[src/rtl/pf_port_arbiter_pkg.sv]
// Request/response structures shared by the load unit, the prefetcher and the
// dcache read port.
package pf_port_arbiter_pkg;

  // Request towards the dcache: request-phase fields plus tag-phase fields.
  typedef struct packed {
    logic [11:0] address_index;
    logic [19:0] address_tag;
    logic [63:0] data_wdata;
    logic        data_req;
    logic        data_we;
    logic [7:0]  data_be;
    logic [1:0]  data_size;
    logic        kill_req;
    logic        tag_valid;
  } dcache_req_i_t;

  // Response from the dcache.
  typedef struct packed {
    logic        data_gnt;
    logic        data_rvalid;
    logic [63:0] data_rdata;
  } dcache_req_o_t;

endpackage

[src/rtl/pf_port_arbiter.sv]
// Shares one dcache read port between the load unit (CPU, fixed priority)
// and the prefetcher (PF). Grants are tracked in an in-order owner FIFO so
// responses return to whoever was granted; the cycle after a grant the
// granted requester owns the tag-phase fields.
//
// Handshake: a request is accepted only in a cycle where cache_port_o.data_req
// and cache_port_i.data_gnt are both high; that grant is forwarded to the
// winner alone. Responses (data_rvalid) are consumed unconditionally in the
// cycle they appear; there is no back-pressure on the response path.
module pf_port_arbiter
  import pf_port_arbiter_pkg::*;
#(
  parameter int unsigned Depth = 2  // legal 1..4
) (
  input  logic          clk,
  input  logic          rst_ni,
  input  dcache_req_i_t cpu_port_i,
  output dcache_req_o_t cpu_port_o,
  input  dcache_req_i_t pf_port_i,
  output dcache_req_o_t pf_port_o,
  output dcache_req_i_t cache_port_o,
  input  dcache_req_o_t cache_port_i,
  output logic          pf_busy_o,
  output logic [15:0]   preempt_cnt_o,
  output logic          err_o
);

  localparam logic [2:0] DEPTH_C = 3'(Depth);

  // Owner FIFO as a shift register, head at bit 0 (0 = CPU, 1 = PF).
  logic [3:0]  r_ids;
  logic [2:0]  r_count;
  logic        r_tag_vld;
  logic        r_tag_id;
  logic        r_err;
  logic [15:0] r_preempt;

  logic       w_full;
  logic       w_req_any;
  logic       w_win_pf;
  logic       w_gnt;
  logic       w_pop;
  logic       w_err_set;
  logic       w_head_id;
  logic [1:0] w_wr_idx;
  logic [3:0] w_ids_nxt;
  logic [2:0] w_count_nxt;
  logic [3:0] w_valid_mask;

  // Request-phase winner, grant qualification and FIFO bookkeeping.
  always_comb begin
    w_full    = (r_count == DEPTH_C);
    w_req_any = cpu_port_i.data_req | pf_port_i.data_req;
    w_win_pf  = ~cpu_port_i.data_req & pf_port_i.data_req;
    w_gnt     = rst_ni & cache_port_i.data_gnt & w_req_any & ~w_full;
    w_pop     = rst_ni & cache_port_i.data_rvalid & (r_count != 3'd0);
    w_err_set = cache_port_i.data_rvalid & (r_count == 3'd0);
    w_head_id = r_ids[0];
    // A pop shifts the queue down, so a simultaneous push lands one lower.
    w_wr_idx  = w_pop ? 2'(r_count - 3'd1) : 2'(r_count);
    w_ids_nxt = w_pop ? {1'b0, r_ids[3:1]} : r_ids;
    if (w_gnt) begin
      w_ids_nxt[w_wr_idx] = w_win_pf;
    end
    w_count_nxt = r_count;
    if (w_gnt && !w_pop) begin
      w_count_nxt = r_count + 3'd1;
    end else if (!w_gnt && w_pop) begin
      w_count_nxt = r_count - 3'd1;
    end
  end

  // Mask of occupied FIFO slots, used to ignore stale entries above the count.
  always_comb begin
    w_valid_mask = 4'b0000;
    case (r_count)
      3'd1:    w_valid_mask = 4'b0001;
      3'd2:    w_valid_mask = 4'b0011;
      3'd3:    w_valid_mask = 4'b0111;
      3'd4:    w_valid_mask = 4'b1111;
      default: w_valid_mask = 4'b0000;
    endcase
  end

  // Owner FIFO and tag-phase owner registers.
  always_ff @(posedge clk or negedge rst_ni) begin
    if (!rst_ni) begin
      r_ids     <= 4'b0000;
      r_count   <= 3'd0;
      r_tag_vld <= 1'b0;
      r_tag_id  <= 1'b0;
    end else begin
      r_ids     <= w_ids_nxt;
      r_count   <= w_count_nxt;
      r_tag_vld <= w_gnt;
      r_tag_id  <= w_win_pf;
    end
  end

  // Sticky error flag and saturating count of cycles the prefetcher lost.
  always_ff @(posedge clk or negedge rst_ni) begin
    if (!rst_ni) begin
      r_err     <= 1'b0;
      r_preempt <= 16'h0000;
    end else begin
      if (w_err_set) begin
        r_err <= 1'b1;
      end
      if (cpu_port_i.data_req && pf_port_i.data_req && !w_full &&
          (r_preempt != 16'hFFFF)) begin
        r_preempt <= r_preempt + 16'h0001;
      end
    end
  end

  // Port muxing: request fields from the winner, tag fields from the tag owner,
  // responses to the FIFO head owner.
  always_comb begin
    cache_port_o = '0;
    cpu_port_o   = '0;
    pf_port_o    = '0;
    if (rst_ni) begin
      if (cpu_port_i.data_req) begin
        cache_port_o.address_index = cpu_port_i.address_index;
        cache_port_o.data_wdata    = cpu_port_i.data_wdata;
        cache_port_o.data_we       = cpu_port_i.data_we;
        cache_port_o.data_be       = cpu_port_i.data_be;
        cache_port_o.data_size     = cpu_port_i.data_size;
      end else if (pf_port_i.data_req) begin
        cache_port_o.address_index = pf_port_i.address_index;
        cache_port_o.data_wdata    = pf_port_i.data_wdata;
        cache_port_o.data_we       = pf_port_i.data_we;
        cache_port_o.data_be       = pf_port_i.data_be;
        cache_port_o.data_size     = pf_port_i.data_size;
      end
      cache_port_o.data_req = w_req_any & ~w_full;
      if (r_tag_vld) begin
        if (r_tag_id) begin
          cache_port_o.address_tag = pf_port_i.address_tag;
          cache_port_o.tag_valid   = pf_port_i.tag_valid;
          cache_port_o.kill_req    = pf_port_i.kill_req;
        end else begin
          cache_port_o.address_tag = cpu_port_i.address_tag;
          cache_port_o.tag_valid   = cpu_port_i.tag_valid;
          cache_port_o.kill_req    = cpu_port_i.kill_req;
        end
      end
      cpu_port_o.data_gnt = w_gnt & ~w_win_pf;
      pf_port_o.data_gnt  = w_gnt & w_win_pf;
      if (w_pop) begin
        if (w_head_id) begin
          pf_port_o.data_rvalid  = 1'b1;
          pf_port_o.data_rdata   = cache_port_i.data_rdata;
        end else begin
          cpu_port_o.data_rvalid = 1'b1;
          cpu_port_o.data_rdata  = cache_port_i.data_rdata;
        end
      end
    end
  end

  assign pf_busy_o     = (|(r_ids & w_valid_mask)) | (r_tag_vld & r_tag_id);
  assign preempt_cnt_o = r_preempt;
  assign err_o         = r_err;

endmodule
[config.mk]
export PLATFORM = sky130hd
export DESIGN_NAME = pf_port_arbiter
export DESIGN_NICKNAME = d
export VERILOG_FILES = /design/src/rtl/pf_port_arbiter_pkg.sv /design/src/rtl/pf_port_arbiter.sv
export SDC_FILE = /design/constraint.sdc
export NUM_CORES = 1
export LEC_CHECK = 0
export ABC_AREA = 1
export BUFFER_PORTS_ARGS = -buffer_cell sky130_fd_sc_hd__buf_2
export CORE_AREA = 3 3 214 216
export DETAILED_ROUTE_END_ITERATION = 7
export DIE_AREA = 0 0 217 219
export GPL_TIMING_DRIVEN = 0
export PLACE_DENSITY = 0.42
export SYNTH_ARGS = -nofsm -noshare
export SYNTH_HDL_FRONTEND = slang
export SYNTH_SLANG_ARGS = --single-unit
[constraint.sdc]
create_clock -name clk -period 2.93 [get_ports clk]
set_input_delay 0.586 -clock clk [delete_from_list [all_inputs] [get_ports clk]]
set_output_delay 0.586 -clock clk [all_outputs]
set_load 0.005 [all_outputs]
==> impl_metrics.yaml, run 1 <==
run_status:
  status: "finished clean"
clock_network:
  cts_tree: "built"
  htree_num_levels: 1
  cts_sinks: 26
  clock_latency_ns: 0.26
  postCtsSetupRepairBufs: 0
  ctsLongestPathBuffers: 2
  cts_made_buffers: 3
  root_buffer: "clkbuf_16"
  path_clk_slew_ns: 0.07
critical_path:
  max_stage_delay_ns: 0.43
  critPathSlowestCell: "dfrtp_1"
  critical_path.max_fanout: 10
  cp_cell_sequence: "inv_1, ha_1, nand2_1, nand2_1, clkbuf_4, buf_2, nor3_1, buf_2"
  worstRegToRegCells: 11
  critPathArrivalTime_ns: 2.20
  worstPathRequired_ns: 2.34
  path_class: "flop to primary output"
  crit_path_start_kind: "flop"
  r2r_slack_ns: 0.54
  end_kind: "primary output"
synth:
  synth_fp_nets: 1118
  syn_area_um2: 4200
  yosysWarnings: 0
  synthCells: 823
  avgSynthCellArea_um2: 5.10
  seq_area_frac_synth_pct: 15.5
  synth_edf_count: 0
  synthArstFlopShare_pct: 100
  synth-seq-cells: 26
  synth_cell_types: 24
  ys.flop_type: "dfrtp_1"
global_routing:
  grt_pass1_vias: 7132
  use_met1_pct: 14.1
  use_met2_pct: 24.1
  grt_usage_pct: 12.5
  antenna_found_initial: 8
  grtUsageMet3_pct: 1.95
  grt_max_degree: 31
  top_usage_layer: "met2"
  grt_pass1_wl_um: 45000
  grt_overflow: 0
final_layout:
  filler_cell_count: 5278
  layout_common_cells: "569 x buf_2, 273 x nand2_1, 147 x nor3_1"
  design_area_um2: 7790
  drive_above_1_share_pct: 43.4
  final_core_util_pct: 17.7
  layout_commonest_cell: "buf_2"
  area_growth_pct: 85.7
  num-nets-final: 1668
power:
  power_leakage_nw: 4.52
  power_density_nw_per_um2: 352
  ir_worst_vdd_mv: 0.247
detailed_routing:
  drtPass1Iterations: 5
  via_per_inst: 3.88
  ant_nets: 0
  wirelength_um: 33000
  drtIter0Drc: 320
  wl_per_cell_um: 16.8
  vias: 7635
  drcViolationCount: 0
die:
  rows: 77
  dieHeight_um: 219
  initial_core_util_pct: 9.51
  dieArea_um2: 47500
  die_w_um: 217
  core-area_um2: 44100
  ios: 548
timing:
  drv_slew: 0
  period_share_pct: 95.0
  tightestPinTransition_ns: 0.769
  slew_headroom_pct: 48.7
  finalSetupTns_ns: 0
  finalClockSkew_ns: 0.00409
  hold_violations: 0
  finalSetupViolCount: 0
  period_minus_slack_ns: 2.78
  max_freq_ghz: 0.359
  rsz0062_at_grt: "false"
placed_design:
  portBuffers: 546
  placed_cell_area_um2: 7670
  routabilityCongestion: 0.905
  place_hpwl_um: 29400
hold_path:
  hold_path_class: "primary input to async pin"
run:
  max_cap_violations: 0
where the power goes:
part / leakage, nW / internal (W) / switching (W)
clock network: 0.0442 / 0.000209 / 0.000136
registers: 0.344 / 0.000437 / 0.0000946
logic: 4.13 / 0.000684 / 0.00118
total: 4.52 / 0.00133 / 0.00141
cell families (layout without fill, tap and decap cells):
family                     count (synthesis)  in the layout  synth area share (%)
adders and majority gates                  7              7                  2.09
AOI/OAI and AO/OA                        107            107                  13.1
xor gates and xnor gates                  10             10                  2.09
buffers and inverters                    159            708                  15.4
DFF                                       26             26                  15.5
and+or+nand+nor                          514            514                  51.8
other                                      0              3                     0
final timing paths:
| kind | from | to |
|---|---|---|
| max | r_count[0] | cpu_port_o[18] |
| min | rst_ni | preempt_cnt_o[9] |
| max reg2reg | r_count[0] | r_count[2] |
| min reg2reg | err_o | err_o |
| max in group asynchronous | rst_ni | preempt_cnt_o[6] |
| min in group clk | err_o | err_o |
cell type report:
cell class              count  area, um^2  share of cell area, %
diodes                      3        7.51                 0.0963
multi-input cells         638        2920                   37.4
repair buffers            546        2740                   35.1
flip-flops and latches     26         651                   8.35
clock buffers               4        88.8                   1.14
plain buffers              66         308                   3.95
inverters                  92         345                   4.43
well taps                 592         741                   9.50
Yosys cell counts, types with 2 or more instances:
library cell,instances,area [um^2]
nand4_1,7,43.8
xnor2_1,8,70.1
xor2_1,2,17.5
o21ai_0,16,80.1
ha_1,7,87.6
inv_1,88,330
inv_2,3,11.3
nand2_2,2,12.5
nand2_1,273,1020
nor2_1,66,248
clkbuf_1,31,116
nor3_1,151,756
dfrtp_1,26,651
buf_6,2,22.5
buf_1,6,22.5
buf_2,28,140
nand3_1,11,55.1
a21oi_1,89,445
nor2_2,2,12.5
worst max-delay path: cells and delay by family (launching register included):
family	cells	cell delay, ns
buf+inv	4	0.75
simple gates	3	0.50
flops	1	0.43
fa+ha+maj	1	0.24
timing repair:
item / 4_1_cts / 5_1_grt
pin swaps: 0 / 0
setup endpoints to repair: 143 / 44
hold buffers: 0 / 0
resized for setup: 1 / 8
state kept, by name (all words and copies together), names as in the netlist:
name / flops
preempt_cnt_o: 16
r_ids: 4
r_count: 3
err_o: 1
r_tag_id: 1
r_tag_vld: 1
per-layer routing:
metal | share of wire (%) | vias up
met5 | 0 | -
met4 | 2.6 | 0
met3 | 7.6 | 40
met2 | 51 | 440
met1 | 38 | 3434
li1 | - | 3721
metrics by stage:
step	instances	hold slack (ns)	setup WS, ns	total power (W)
after floorplan	823	0.290	0.904	0.00150
after global placement	1961	0.480	-0.365	0.00241
after detailed placement	1961	0.501	-0.365	0.00241
after CTS	1964	0.282	0.0363	0.00277
after global routing	1967	0.291	0.0155	0.00300
final	1967	0.265	0.146	0.00274
Power figures use the tool's default switching activity.
==> run 2, diff against run 1 <==
- CAP_MARGIN: unset -> 30
- MAX_ROUTING_LAYER: unset -> met4
==> run 2 against run 1 <==
Net effect:
- cell count rose by 0.10%
- worst hold slack got worse by 0.073 ns
- wire length barely moved
- non-clock buffer count did not move
- sequential cell count did not move
- global-route usage rose by 0.47 points
- fmax rose by 0.41%
- sequential power barely moved
- final area fell by 0.26%
- sequential share of layout area barely moved
- core utilization barely moved
- largest cell class unchanged
- largest power group unchanged
==> impl_metrics.yaml, run 2 (synthesis gave the netlist of run 1 again) <==
final_layout:
  design_area_um2: 7770
  post_layout_nonfiller_instances: 1969
  num-nets-final: 1668
  layout_common_cells: "570 x buf_2, 273 x nand2_1, 150 x nor3_1"
  filler_cell_count: 5241
  drive_above_1_share_pct: 43.1
  area_growth_pct: 85.3
  layout_commonest_cell: "buf_2"
  largest_reg_flops: 16
timing:
  period_share_pct: 94.6
  drv_slew: 0
  whs_ns: 0.192
  max_freq_ghz: 0.361
  worst_slack_ns: 0.157
  finalClockSkew_ns: 0.00292
  slew_headroom_pct: 49.2
  rsz0062_at_grt: "false"
  finalSetupViolCount: 0
  hold_violations: 0
  tightestPinTransition_ns: 0.762
  period_minus_slack_ns: 2.77
clock_network:
  postCtsSetupRepairBufs: 0
  clock_latency_ns: 0.26
  root_buffer: "clkbuf_16"
  cts_tree: "built"
  cts_made_buffers: 3
  path_clk_slew_ns: 0.07
  htree_num_levels: 1
  ctsLongestPathBuffers: 2
  cts_sinks: 26
power:
  power_leakage_nw: 4.51
  power_density_nw_per_um2: 349
  ir_worst_vdd_mv: 0.226
critical_path:
  critPathArrivalTime_ns: 2.19
  crit_path_start_kind: "flop"
  end_kind: "primary output"
  max_stage_delay_ns: 0.45
  r2r_slack_ns: 0.54
  cp.depth: 8
  crit_buf_inv: 4
  crit_top_cell: "buf_2"
  path_class: "flop to primary output"
  crit_family: "buffers and inverters"
  critPathSlowestCell: "dfrtp_1"
  worstRegToRegCells: 11
  endpoint: "cpu_port_o[18]"
  rr_startpoint: "r_count[0]"
  r2r-end: "r_count[2]"
  critical_path.max_fanout: 10
  cp_cell_sequence: "inv_1, ha_1, nand2_1, nand2_1, buf_2, buf_2, nor3_1, buf_2"
  worstPathRequired_ns: 2.34
  startpoint: "r_count[0]"
detailed_routing:
  drcViolationCount: 0
  wirelength_um: 33000
  drtPass1Iterations: 5
  wl_met2_um: 16200
  ant_nets: 0
  met1_length_um: 12800
  vias: 7567
  drtIter0Drc: 289
  topRoutingLayerUsed: "met4"
  via_per_inst: 3.84
  wl_met3_um: 2330
  wl_per_cell_um: 16.8
global_routing:
  grt_usage_pct: 12.9
  grt_overflow: 0
  grt_pass1_vias: 7276
  grt_max_degree: 31
  antenna_found_initial: 9
  grt_pass1_wl_um: 45300
run_status:
  status: "finished clean"
placed_design:
  routabilityCongestion: 0.933
  placed_cell_area_um2: 7670
  dp_cells: 1961
  portBuffers: 546
  place_hpwl_um: 29400
  pre_cts_ws_ns: -0.349
die:
  dieArea_um2: 47500
  die_w_um: 217
  rows: 77
  initial_core_util_pct: 9.51
  ios: 548
  core-area_um2: 44100
  dieHeight_um: 219
hold_path:
  hold_path_class: "primary input to async pin"
run:
  max_cap_violations: 0
==> run 2: cell count changes in the layout (fill, tap and decap cells not counted), sizes merged <==
| cell | previous run | this run |
|---|---|---|
| buf | 578 | 579 |
| clkbuf | 38 | 36 |
| diode | 3 | 6 |
==> run 2: final cells by class <==
class                      instances  area (um^2)  area share, %
tap                              592          741           9.53
multi-input combinational        638         2900           37.4
inverter                          92          345           4.44
clock buffer                       3         75.1          0.966
antenna                            6         15.0          0.193
timing repair buffer             546         2740           35.2
buffer                            66          305           3.93
sequential                        26          651           8.37
==> run 2: worst register-to-register path, cell delays in order (launching register included) <==
cell      delay, ns
dfrtp_1        0.45
inv_1          0.15
ha_1           0.21
nand2_1        0.08
nand2_1        0.14
clkbuf_4       0.27
clkbuf_4       0.28
ha_1           0.30
a21oi_1        0.12
o21ai_0        0.11
xor2_1         0.13
inv_1          0.05
==> run 2: worst min-delay path by stage <==
| stage | endpoint | startpoint |
|---|---|---|
| after floorplan | err_o | rst_ni |
| after global placement | err_o | err_o |
| after detailed placement | err_o | err_o |
| after CTS | preempt_cnt_o[9] | rst_ni |
| after global routing | preempt_cnt_o[9] | rst_ni |
| final | preempt_cnt_o[9] | rst_ni |
==> run 2: metrics by stage <==
step / setup TNS (ns) / util [%] / total power, W
2_1_floorplan: 0 / - / 0.00150
3_3_place_gp: -6.10 / 17.4 / 0.00241
3_5_place_dp: -8.64 / 17.4 / 0.00241
4_1_cts: 0 / 17.5 / 0.00274
5_1_grt: 0 / 17.6 / 0.00297
6_report: 0 / 17.6 / 0.00271
==> run 2: timing repair <==
item,in CTS,in global routing
endpoints found under the setup margin,145,12
gates resized for setup,1,5
hold buffers,0,0
==> run 2: routing by layer <==
metal | vias to the layer above | GRT usage [%]
li1 | 3723 | -
met1 | 3369 | 14.5
met2 | 419 | 22.5
met3 | 56 | 1.77
met4 | 0 | 6.54
met5 | - | -
==> run 2: where the power goes <==
group / switching [W] / leakage, nW / internal, W
Clock: 0.000137 / 0.0370 / 0.000182
Combinational: 0.00118 / 4.12 / 0.000682
Sequential: 0.0000971 / 0.344 / 0.000437
==> run 3, diff against run 2 <==
- PLACE_DENSITY: 0.42 -> unset
==> run 3 against run 2 <==
Net effect:
- sequential cell count did not move
- die area unchanged
- core utilization rose by 0.076 points
- cell count decreased by 0.15%
- combinational power hardly changed
- clock skew about the same
- clock power up 32%
- via count is 0.95% higher
- first-iteration DRC count is 36% higher
- highest routed layer unchanged
==> impl_metrics.yaml, run 3 (synthesis gave the netlist of run 1 again) <==
power:
  power_leakage_nw: 4.52
  power_density_nw_per_um2: 363
  ir_worst_vdd_mv: 0.183
  totalPowerFinal_w: 0.00284
final_layout:
  area_growth_pct: 86.1
  ff_latch_area_um2: 651
  layout_commonest_cell: "buf_2"
  multi_input_area_um2: 2920
  drive_above_1_share_pct: 43.4
  num-nets-final: 1669
  filler_cell_count: 5279
  layout_common_cells: "573 x buf_2, 273 x nand2_1, 146 x nor3_1"
  largest_reg_flops: 16
placed_design:
  place_hpwl_um: 28800
  routabilityCongestion: 0.913
  portBuffers: 546
  pre_cts_ws_ns: -0.272
die:
  ios: 548
  initial_core_util_pct: 9.51
  rows: 77
  dieHeight_um: 219
  dieArea_um2: 47500
  die_w_um: 217
  core-area_um2: 44100
detailed_routing:
  drtPass1Iterations: 5
  wl_per_cell_um: 16.5
  drtIter0Drc: 394
  ant_nets: 0
  wirelength_um: 32500
  vias: 7639
  drcViolationCount: 0
  via_per_inst: 3.89
timing:
  tightestPinTransition_ns: 0.720
  period_share_pct: 97.7
  finalClockSkew_ns: 0.00276
  drv_slew: 0
  rsz0062_at_grt: "true"
  worst_slack_ns: 0.0672
  slew_headroom_pct: 52.0
  hold_violations: 0
  max_freq_ghz: 0.349
  finalSetupViolCount: 0
  period_minus_slack_ns: 2.86
global_routing:
  antenna_found_initial: 10
  grt_pass1_wl_um: 44200
  grt_overflow: 0
  grt_pass1_vias: 6849
  grt_max_degree: 31
  grt_usage_pct: 12.7
critical_path:
  crit_path_start_kind: "flop"
  r2r_slack_ns: 0.44
  rr_startpoint: "r_count[0]"
  path_class: "flop to primary output"
  critical_path.max_fanout: 10
  end_kind: "primary output"
  r2r-end: "r_count[2]"
  worstPathRequired_ns: 2.34
  worstRegToRegCells: 11
  critPathArrivalTime_ns: 2.28
clock_network:
  cts_tree: "built"
  root_buffer: "clkbuf_16"
  cts_made_buffers: 3
  path_clk_slew_ns: 0.07
  cts_sinks: 26
  ctsLongestPathBuffers: 2
  htree_num_levels: 1
  clock_latency_ns: 0.27
run_status:
  status: "finished clean"
hold_path:
  hold_path_class: "primary input to async pin"
run:
  max_cap_violations: 0
run 3: cell count changes in the layout (fill, tap and decap cells not counted):
| cell | delta |
|---|---|
| diode_2 | -5 |
| nor3_1 | -4 |
| nor3_2 | +4 |
| buf_2 | +3 |
| clkbuf_4 | -3 |
| bufinv_16 | +1 |
| clkbuf_1 | +1 |
run 3: cell type report:
type | instances | share of cell area, %
clock inverters | 1 | 0.385
flip-flops and latches | 26 | 8.33
plain buffers | 67 | 3.86
clock buffers | 3 | 0.961
multi-input cells | 638 | 37.4
diodes | 1 | 0.0320
inverters | 92 | 4.42
well taps | 592 | 9.49
repair buffers | 546 | 35.1
run 3: metal layers:
layer / vias to the layer above / track usage [%] / part of all wire (%)
met1: 3404 / 15.4 / 41
met4: 0 / 2.83 / 2.6
met5: - / - / 0
met2: 463 / 22.9 / 50
li1: 3717 / - / -
met3: 55 / 1.20 / 7.4
run 3: repair_timing:
item | CTS | global route
hold buffers | 0 | 0
resized for setup | 2 | 5
setup buffers | 0 | 0
endpoints found under the setup margin | 59 | 7
endpoints found under the hold margin | 0 | 0
run 3: per-stage QoR:
| stage | utilization [%] | setup TNS [ns] | instances | area, um^2 | hold slack, ns |
|---|---|---|---|---|---|
| 2_1_floorplan | - | 0 | 823 | 4200 | 0.290 |
| 3_3_place_gp | 17.4 | -8.38 | 1961 | 7670 | 0.462 |
| 3_5_place_dp | 17.4 | -5.09 | 1961 | 7670 | 0.479 |
| 4_1_cts | 17.6 | 0 | 1965 | 7780 | 0.204 |
| 5_1_grt | 17.7 | -0.168 | 1966 | 7810 | 0.207 |
| 6_report | 17.7 | 0 | 1966 | 7810 | 0.195 |
run 3: worst max path at each step:
stage                   start                to  slack [ns]
2_1_floorplan  cpu_port_i[13]  cache_port_o[59]        0.90
3_3_place_gp           rst_ni  cache_port_o[76]       -0.34
3_5_place_dp           rst_ni     cpu_port_o[9]       -0.27
4_1_cts            r_count[0]     cpu_port_o[9]        0.02
5_1_grt            r_count[0]     pf_port_o[62]       -0.09
6_report           r_count[0]     pf_port_o[63]        0.07
run 3: worst max-delay path, cell delays in order (launching register included):
cell and delay, ns:
dfrtp_1 0.43, inv_1 0.12, ha_1 0.25, nand2_1 0.09, nand2_1 0.11, buf_2 0.22
buf_2 0.22, nor3_1 0.35, buf_2 0.20
run 3: power breakdown:
part	internal, W	switching, W
logic	0.000681	0.00121
clock network	0.000273	0.000147
registers	0.000437	0.0000907
